$ cat config.mk
export PLATFORM = sky130hd
export DESIGN_NAME = mem_stage_ctrl_flat
export DESIGN_NICKNAME = d
export VERILOG_FILES = /design/src/rtl/mem_stage_ctrl_if.sv /design/src/rtl/mem_stage_ctrl.sv /design/src/flat_wrapper.sv
export SDC_FILE = /design/constraint.sdc
export NUM_CORES = 1
export LEC_CHECK = 0
export BUFFER_PORTS_ARGS = -buffer_cell sky130_fd_sc_hd__buf_4
export CAP_MARGIN = 10
export CORE_AREA = 2 2 145 147
export CTS_CLUSTER_SIZE = 14
export DETAILED_ROUTE_END_ITERATION = 12
export DIE_AREA = 0 0 147 149
export PLACE_DENSITY_LB_ADDON = 0.05
export SYNTH_ARGS = -nofsm -noshare
export SYNTH_HDL_FRONTEND = slang
export SYNTH_SLANG_ARGS = --single-unit
$ cat constraint.sdc
create_clock -name clk -period 2.3 [get_ports clk]
set_clock_uncertainty 0.1 [all_clocks]
set_input_delay 0.115 -clock clk [delete_from_list [all_inputs] [get_ports clk]]
set_output_delay 0.115 -clock clk [all_outputs]
set_load 0.1 [all_outputs]
$ cat src/rtl/mem_stage_ctrl_if.sv
// Data-memory request/acknowledge bus used by the MEM stage.
//   req   : access request, held until the cycle in which ack is seen
//   we    : 1 = write, 0 = read
//   addr  : byte address of the access
//   wdata : store data
//   ack   : transfer completes in any cycle with req && ack
//   rdata : read data, valid in the ack cycle
// master = pipeline side (mem_stage_ctrl), slave = memory side.
interface mem_stage_ctrl_if;
    logic        req;
    logic        we;
    logic [31:0] addr;
    logic [31:0] wdata;
    logic        ack;
    logic [31:0] rdata;

    modport master (
        output req, we, addr, wdata,
        input  ack, rdata
    );

    modport slave (
        input  req, we, addr, wdata,
        output ack, rdata
    );
endinterface

$ cat src/rtl/mem_stage_ctrl.sv
// MEM-stage controller of the 5-stage pipeline.
// Takes the EX/MEM register outputs and runs a variable-latency req/ack
// transfer with data memory. While an access is outstanding it raises
// stall (the stop input of the IF/ID, ID/EX and EX/MEM registers) and
// inserts bubbles into the MEM/WB register, which it also contains.
// An access that is not acknowledged within TIMEOUT busy cycles is forced
// to complete, a load then writes back 0, and the sticky dm_err is set.
// Ports:
//   clk, rst_n          clock, asynchronous active-low reset
//   mem_*               EX/MEM register outputs (data, WB select, trace)
//   dm                  data-memory bus (master side)
//   stall               upstream stop
//   wb_*                MEM/WB register outputs
//   dm_err              sticky timeout flag
//   stall_cnt           free-running count of stalled cycles (wraps)
// CNT_W must satisfy 2**CNT_W > TIMEOUT.
module mem_stage_ctrl #(
    parameter int TIMEOUT = 200,
    parameter int CNT_W   = 8
) (
    input  logic                 clk,
    input  logic                 rst_n,
    input  logic [31:0]          mem_rd2,
    input  logic [1:0]           mem_rf_wesl,
    input  logic [31:0]          mem_pc4,
    input  logic [31:0]          mem_aluC,
    input  logic [31:0]          mem_ext,
    input  logic                 mem_dram_we,
    input  logic [4:0]           mem_wr,
    input  logic                 mem_we,
    input  logic [31:0]          mem_pc,
    input  logic                 mem_have_inst,
    mem_stage_ctrl_if.master     dm,
    output logic                 stall,
    output logic [31:0]          wb_wd,
    output logic [4:0]           wb_wr,
    output logic                 wb_we,
    output logic [31:0]          wb_pc,
    output logic                 wb_have_inst,
    output logic                 dm_err,
    output logic [31:0]          stall_cnt
);

    typedef enum logic {IDLE, BUSY} state_t;

    localparam logic [1:0] SEL_ALU  = 2'b00;
    localparam logic [1:0] SEL_DRAM = 2'b01;
    localparam logic [1:0] SEL_PC4  = 2'b10;

    state_t           state, state_nx;
    logic [CNT_W-1:0] wait_cnt, wait_nx;
    logic             access;
    logic             timeout;
    logic             done;
    logic             timeout_err;
    logic [31:0]      wd_sel;

    // Write-back data mux. Read data is used only for a genuine load that
    // was acknowledged; a forced (timed-out) load and a store that also
    // carries the DRAM select both yield 0.
    function automatic logic [31:0] select_wd(
        input logic [1:0]  sel,
        input logic [31:0] alu_c,
        input logic [31:0] rdata,
        input logic        rd_ok,
        input logic [31:0] pc4,
        input logic [31:0] ext
    );
        case (sel)
            SEL_ALU:  return alu_c;
            SEL_DRAM: return rd_ok ? rdata : 32'd0;
            SEL_PC4:  return pc4;
            default:  return ext;
        endcase
    endfunction

    assign access      = mem_have_inst && (mem_dram_we || (mem_rf_wesl == SEL_DRAM));
    assign timeout     = (state == BUSY) && (wait_cnt == CNT_W'(TIMEOUT - 1));
    assign done        = dm.ack || timeout;
    assign stall       = access && !done;
    assign timeout_err = access && timeout && !dm.ack;

    // Memory bus is driven straight from the EX/MEM register; stall keeps
    // it stable for the whole access.
    assign dm.req   = access;
    assign dm.we    = mem_dram_we;
    assign dm.addr  = mem_aluC;
    assign dm.wdata = mem_rd2;

    assign wd_sel = select_wd(mem_rf_wesl, mem_aluC, dm.rdata,
                              dm.ack && !mem_dram_we, mem_pc4, mem_ext);

    always_comb begin
        state_nx = state;
        wait_nx  = wait_cnt;
        case (state)
            IDLE: begin
                if (access && !dm.ack) begin
                    state_nx = BUSY;
                    wait_nx  = '0;
                end
            end
            BUSY: begin
                // Leaving on a vanished access as well keeps the FSM from
                // sticking in BUSY if the upstream slot is ever flushed.
                if (done || !access) begin
                    state_nx = IDLE;
                end else begin
                    wait_nx = wait_cnt + CNT_W'(1);
                end
            end
            default: begin
                state_nx = IDLE;
            end
        endcase
    end

    always_ff @(posedge clk or negedge rst_n) begin
        if (!rst_n) begin
            state     <= IDLE;
            wait_cnt  <= '0;
            dm_err    <= 1'b0;
            stall_cnt <= 32'd0;
        end else begin
            state    <= state_nx;
            wait_cnt <= wait_nx;
            if (timeout_err) begin
                dm_err <= 1'b1;
            end
            if (stall) begin
                stall_cnt <= stall_cnt + 32'd1;
            end
        end
    end

    // MEM/WB register boundary: a stalled cycle becomes a bubble that
    // suppresses the write and trace, while data/rd/pc keep their values.
    always_ff @(posedge clk or negedge rst_n) begin
        if (!rst_n) begin
            wb_wd        <= 32'd0;
            wb_wr        <= 5'd0;
            wb_we        <= 1'b0;
            wb_pc        <= 32'd0;
            wb_have_inst <= 1'b0;
        end else if (stall) begin
            wb_we        <= 1'b0;
            wb_have_inst <= 1'b0;
        end else begin
            wb_wd        <= wd_sel;
            wb_wr        <= mem_wr;
            wb_we        <= mem_we;
            wb_pc        <= mem_pc;
            wb_have_inst <= mem_have_inst;
        end
    end

endmodule

$ cat src/flat_wrapper.sv
// flat-port wrapper written by rule: the top's interface ports become plain ports
module mem_stage_ctrl_flat 
#(
    parameter int TIMEOUT = 200,
    parameter int CNT_W   = 8
)
  (clk, rst_n, mem_rd2, mem_rf_wesl, mem_pc4, mem_aluC, mem_ext, mem_dram_we, mem_wr, mem_we, mem_pc, mem_have_inst, stall, wb_wd, wb_wr, wb_we, wb_pc, wb_have_inst, dm_err, stall_cnt, dm_req, dm_we, dm_addr, dm_wdata, dm_ack, dm_rdata);
  mem_stage_ctrl_if dm_i ();
  input  logic clk;
  input  logic rst_n;
  input  logic [31:0] mem_rd2;
  input  logic [1:0] mem_rf_wesl;
  input  logic [31:0] mem_pc4;
  input  logic [31:0] mem_aluC;
  input  logic [31:0] mem_ext;
  input  logic mem_dram_we;
  input  logic [4:0] mem_wr;
  input  logic mem_we;
  input  logic [31:0] mem_pc;
  input  logic mem_have_inst;
  output logic stall;
  output logic [31:0] wb_wd;
  output logic [4:0] wb_wr;
  output logic wb_we;
  output logic [31:0] wb_pc;
  output logic wb_have_inst;
  output logic dm_err;
  output logic [31:0] stall_cnt;
  output wire logic [$bits(dm_i.req)-1:0] dm_req;
  output wire logic [$bits(dm_i.we)-1:0] dm_we;
  output wire logic [$bits(dm_i.addr)-1:0] dm_addr;
  output wire logic [$bits(dm_i.wdata)-1:0] dm_wdata;
  input wire logic [$bits(dm_i.ack)-1:0] dm_ack;
  input wire logic [$bits(dm_i.rdata)-1:0] dm_rdata;
  assign dm_req = dm_i.req;
  assign dm_we = dm_i.we;
  assign dm_addr = dm_i.addr;
  assign dm_wdata = dm_i.wdata;
  assign dm_i.ack = dm_ack;
  assign dm_i.rdata = dm_rdata;
  mem_stage_ctrl #(.TIMEOUT(TIMEOUT), .CNT_W(CNT_W)) u_core (.clk(clk), .rst_n(rst_n), .mem_rd2(mem_rd2), .mem_rf_wesl(mem_rf_wesl), .mem_pc4(mem_pc4), .mem_aluC(mem_aluC), .mem_ext(mem_ext), .mem_dram_we(mem_dram_we), .mem_wr(mem_wr), .mem_we(mem_we), .mem_pc(mem_pc), .mem_have_inst(mem_have_inst), .dm(dm_i), .stall(stall), .wb_wd(wb_wd), .wb_wr(wb_wr), .wb_we(wb_we), .wb_pc(wb_pc), .wb_have_inst(wb_have_inst), .dm_err(dm_err), .stall_cnt(stall_cnt));
endmodule
==> metrics.yaml <==
outcome: "completed"
ioPinCount: 376
synth_cells: 698
dieArea_mm2: 0.0219
setup_tns_ns: 0
period_needed_ns: 2.17
area_growth_pct: 64.4
fin_nets: 1248
numCtsBuffers: 17
synth_top_area_cell: "dfrtp_1"
h-tree-depth: 4
busiest_layer: "met2"
drt_first_pass_iters: 4
initial_utilization_pct: 29.3
ff2ff_setup_slack_ns: 0.19
row_count: 53
avgRoutedWirePerCell_um: 15.6
synth_nets: 905
cp.arrival_ns: 1.96
grt_pass1_wl_um: 31100
regArea_mm2: 0.00285
hold_path_class: "input port to flip-flop"
die-width_um: 147
grt_max_degree: 80
netlist_area_mm2: 0.00602
root_buffer: "clkbuf_16"
worstPathMaxFanout: 5
ant_nets: 0
clk_latency_ns: 0.40
vias: 5902
grtUsageMet1_pct: 20.5
async_reset_ff_share_pct: 100
crit_slowest_cell: "dfrtp_1"
power_density_mw_per_mm2: 800
path_clk_slew_ns: 0.05
ys_types: 40
min_period_over_period_pct: 94.4
yosys_register_bits: 113
synth_edf_count: 0
setup_viol: 0
dr.first_iter.drc_count: 157
routed_wl_um: 20800
slowest_delay_ns: 0.39
routabilityCongestion: 0.864
path_class: "flip-flop to output port"
max-slew-margin-rel_pct: 69.5
synth_ff_type: "dfrtp_1"
cp.buffers_inverters: 2
grt_use_total_pct: 18.3
p_leak_nw: 4.82
fill_cells: 2032
use_met2_pct: 33.3
grt_antenna_before_repair: 1
required_ns: 2.09
max-vdd-ir-drop_mv: 0.414
dpl.hpwl_um: 15800
tightest_slew_ns: 0.456
power.total_w: 0.00791
max_freq_mhz: 461
maxSlewViolCount: 0
ys_seq_area_share_pct: 47.0
rsz0062_at_grt: "false"
critPathCaptureType: "output port"
die_h_um: 149
clk_path_buf_depth: 2
yosys-top-cells-area: "dfrtp_1, nand2_1, buf_4, o21ai_0, nor2b_1"
multiInputGateArea_mm2: 0.00253
core_area_mm2: 0.0206
drive_above_1_share_pct: 38.2
postSynthAreaPerCell_um2: 8.62
grt_util_met3_pct: 4.56
yosys_warnings: 0
synth_top_area_share_pct: 47.0
grt_pass1_vias: 5835
port_buffers: 311
vias_per_cell: 4.44
clock-sinks: 113
path_cells: "ha_2, nand4b_1, nor4_4, or2_4, clkinv_2, buf_6"
grt_overflow: 0
max_cap_violations: 0
crit_family: "simple AND/OR/NAND/NOR gates"
cts_tree: "done"
drc: 0
report.final.hold_viol_count: 0
startpoint_type: "flip-flop"
cells in the mapped netlist (2+ instances only):
master	number
buf_4	65
nor4_4	5
nor3_1	5
buf_6	2
o21ai_1	2
and3_1	8
o21ai_0	65
nand3_1	14
a21oi_1	2
ha_1	2
nor4_1	3
nor3_2	4
nor2_1	11
dfrtp_1	113
clkbuf_1	22
inv_1	6
nor2b_1	33
nand2_1	224
buf_2	10
o22ai_1	32
nand2b_1	3
xnor2_1	21
and2_1	2
buf_1	3
nand4_1	13
xor2_1	14
worst min-delay path: stages:
cell	delay [ns]
buf_4	0.08
o21ai_0	0.11
o21ai_0	0.16
stage by stage:
step,instances,worst slack (ns),util (%),hold WS [ns],area [um2]
CTS,1329,0.0283,48.0,0.00155,9880
global placement,1203,0.199,40.4,0.0814,8300
global route,1330,0.0131,48.1,0.0554,9890
finish,1330,0.129,48.1,0.000510,9890
detailed placement,1203,0.164,40.4,0.0889,8300
floorplan,698,0.0348,-,-0.281,6040
power breakdown:
group | internal [W] | switching, W
logic | 0.000742 | 0.00204
registers | 0.00218 | 0.000148
clock network | 0.00191 | 0.000887
flip-flops by register name (all words and copies together), names as in the netlist:
signal               count
u_core.wb_we             1
u_core.dm_err            1
u_core.wb_wd            32
u_core.state             1
u_core.wb_pc            32
u_core.wb_wr             5
u_core.wait_cnt          8
u_core.stall_cnt        32
u_core.wb_have_inst      1
repair_timing:
action / 4_1_cts / 5_1_grt
resized for setup: 0 / 4
setup endpoints to repair: 0 / 2
buffers inserted: 0 / 0
endpoints found under the hold margin: 186 / 0
hold buffers: 94 / 0
cell type report:
type	count	area share (%)
Multi-Input combinational cell	476	25.6
Inverter	7	0.278
Tap cell	275	3.48
Antenna cell	1	0.0253
Clock inverter	11	1.59
Clock buffer	21	4.86
Timing Repair Buffer	426	35.3
Sequential cell	113	28.9
path summary, 6_finish.rpt:
path,startpoint,to,cells after the start
min in group asynchronous,rst_n,u_core.stall_cnt[26],3
max in group asynchronous,rst_n,u_core.stall_cnt[13],3
hold reg to reg,u_core.dm_err,u_core.dm_err,1
setup reg to reg,u_core.wait_cnt[0],u_core.stall_cnt[29],7
setup / recovery,u_core.wait_cnt[0],stall,6
hold / removal,mem_ext[18],u_core.wb_wd[18],3
layer usage:
metal / up-vias / share of wire, %
met1: 2729 / 38
met5: - / 0
li1: 2926 / -
met3: 26 / 6.8
met2: 221 / 53
met4: 0 / 2.3
cells by family (layout without fill, tap and decap cells):
logic type / Yosys count / after routing / synth area share (%)
AND/OR/NAND/NOR: 333 / 333 / 26.3
flip-flops: 113 / 113 / 47.0
buffers and inverters: 109 / 465 / 11.3
AO/OA/AOI/OAI: 106 / 106 / 9.84
XOR/XNOR: 35 / 35 / 5.10
adder cells (fa/ha/maj): 2 / 2 / 0.416
other: 0 / 1 / 0
cells in the final DEF, fill, tap and decap left out, types with 17 or more instances in the layout:
| cell type | netlist | final |
|---|---|---|
| dfrtp_2 | 0 | 21 |
| clkbuf_16 | 0 | 17 |
| dlygate4sd3_1 | 0 | 94 |
| nor2b_1 | 33 | 33 |
| nand2_1 | 224 | 224 |
| o22ai_1 | 32 | 32 |
| o21ai_0 | 65 | 65 |
| xnor2_1 | 21 | 21 |
| dfrtp_1 | 113 | 92 |
| buf_4 | 65 | 326 |
Note: power is estimated with default switching activity, not from simulation.
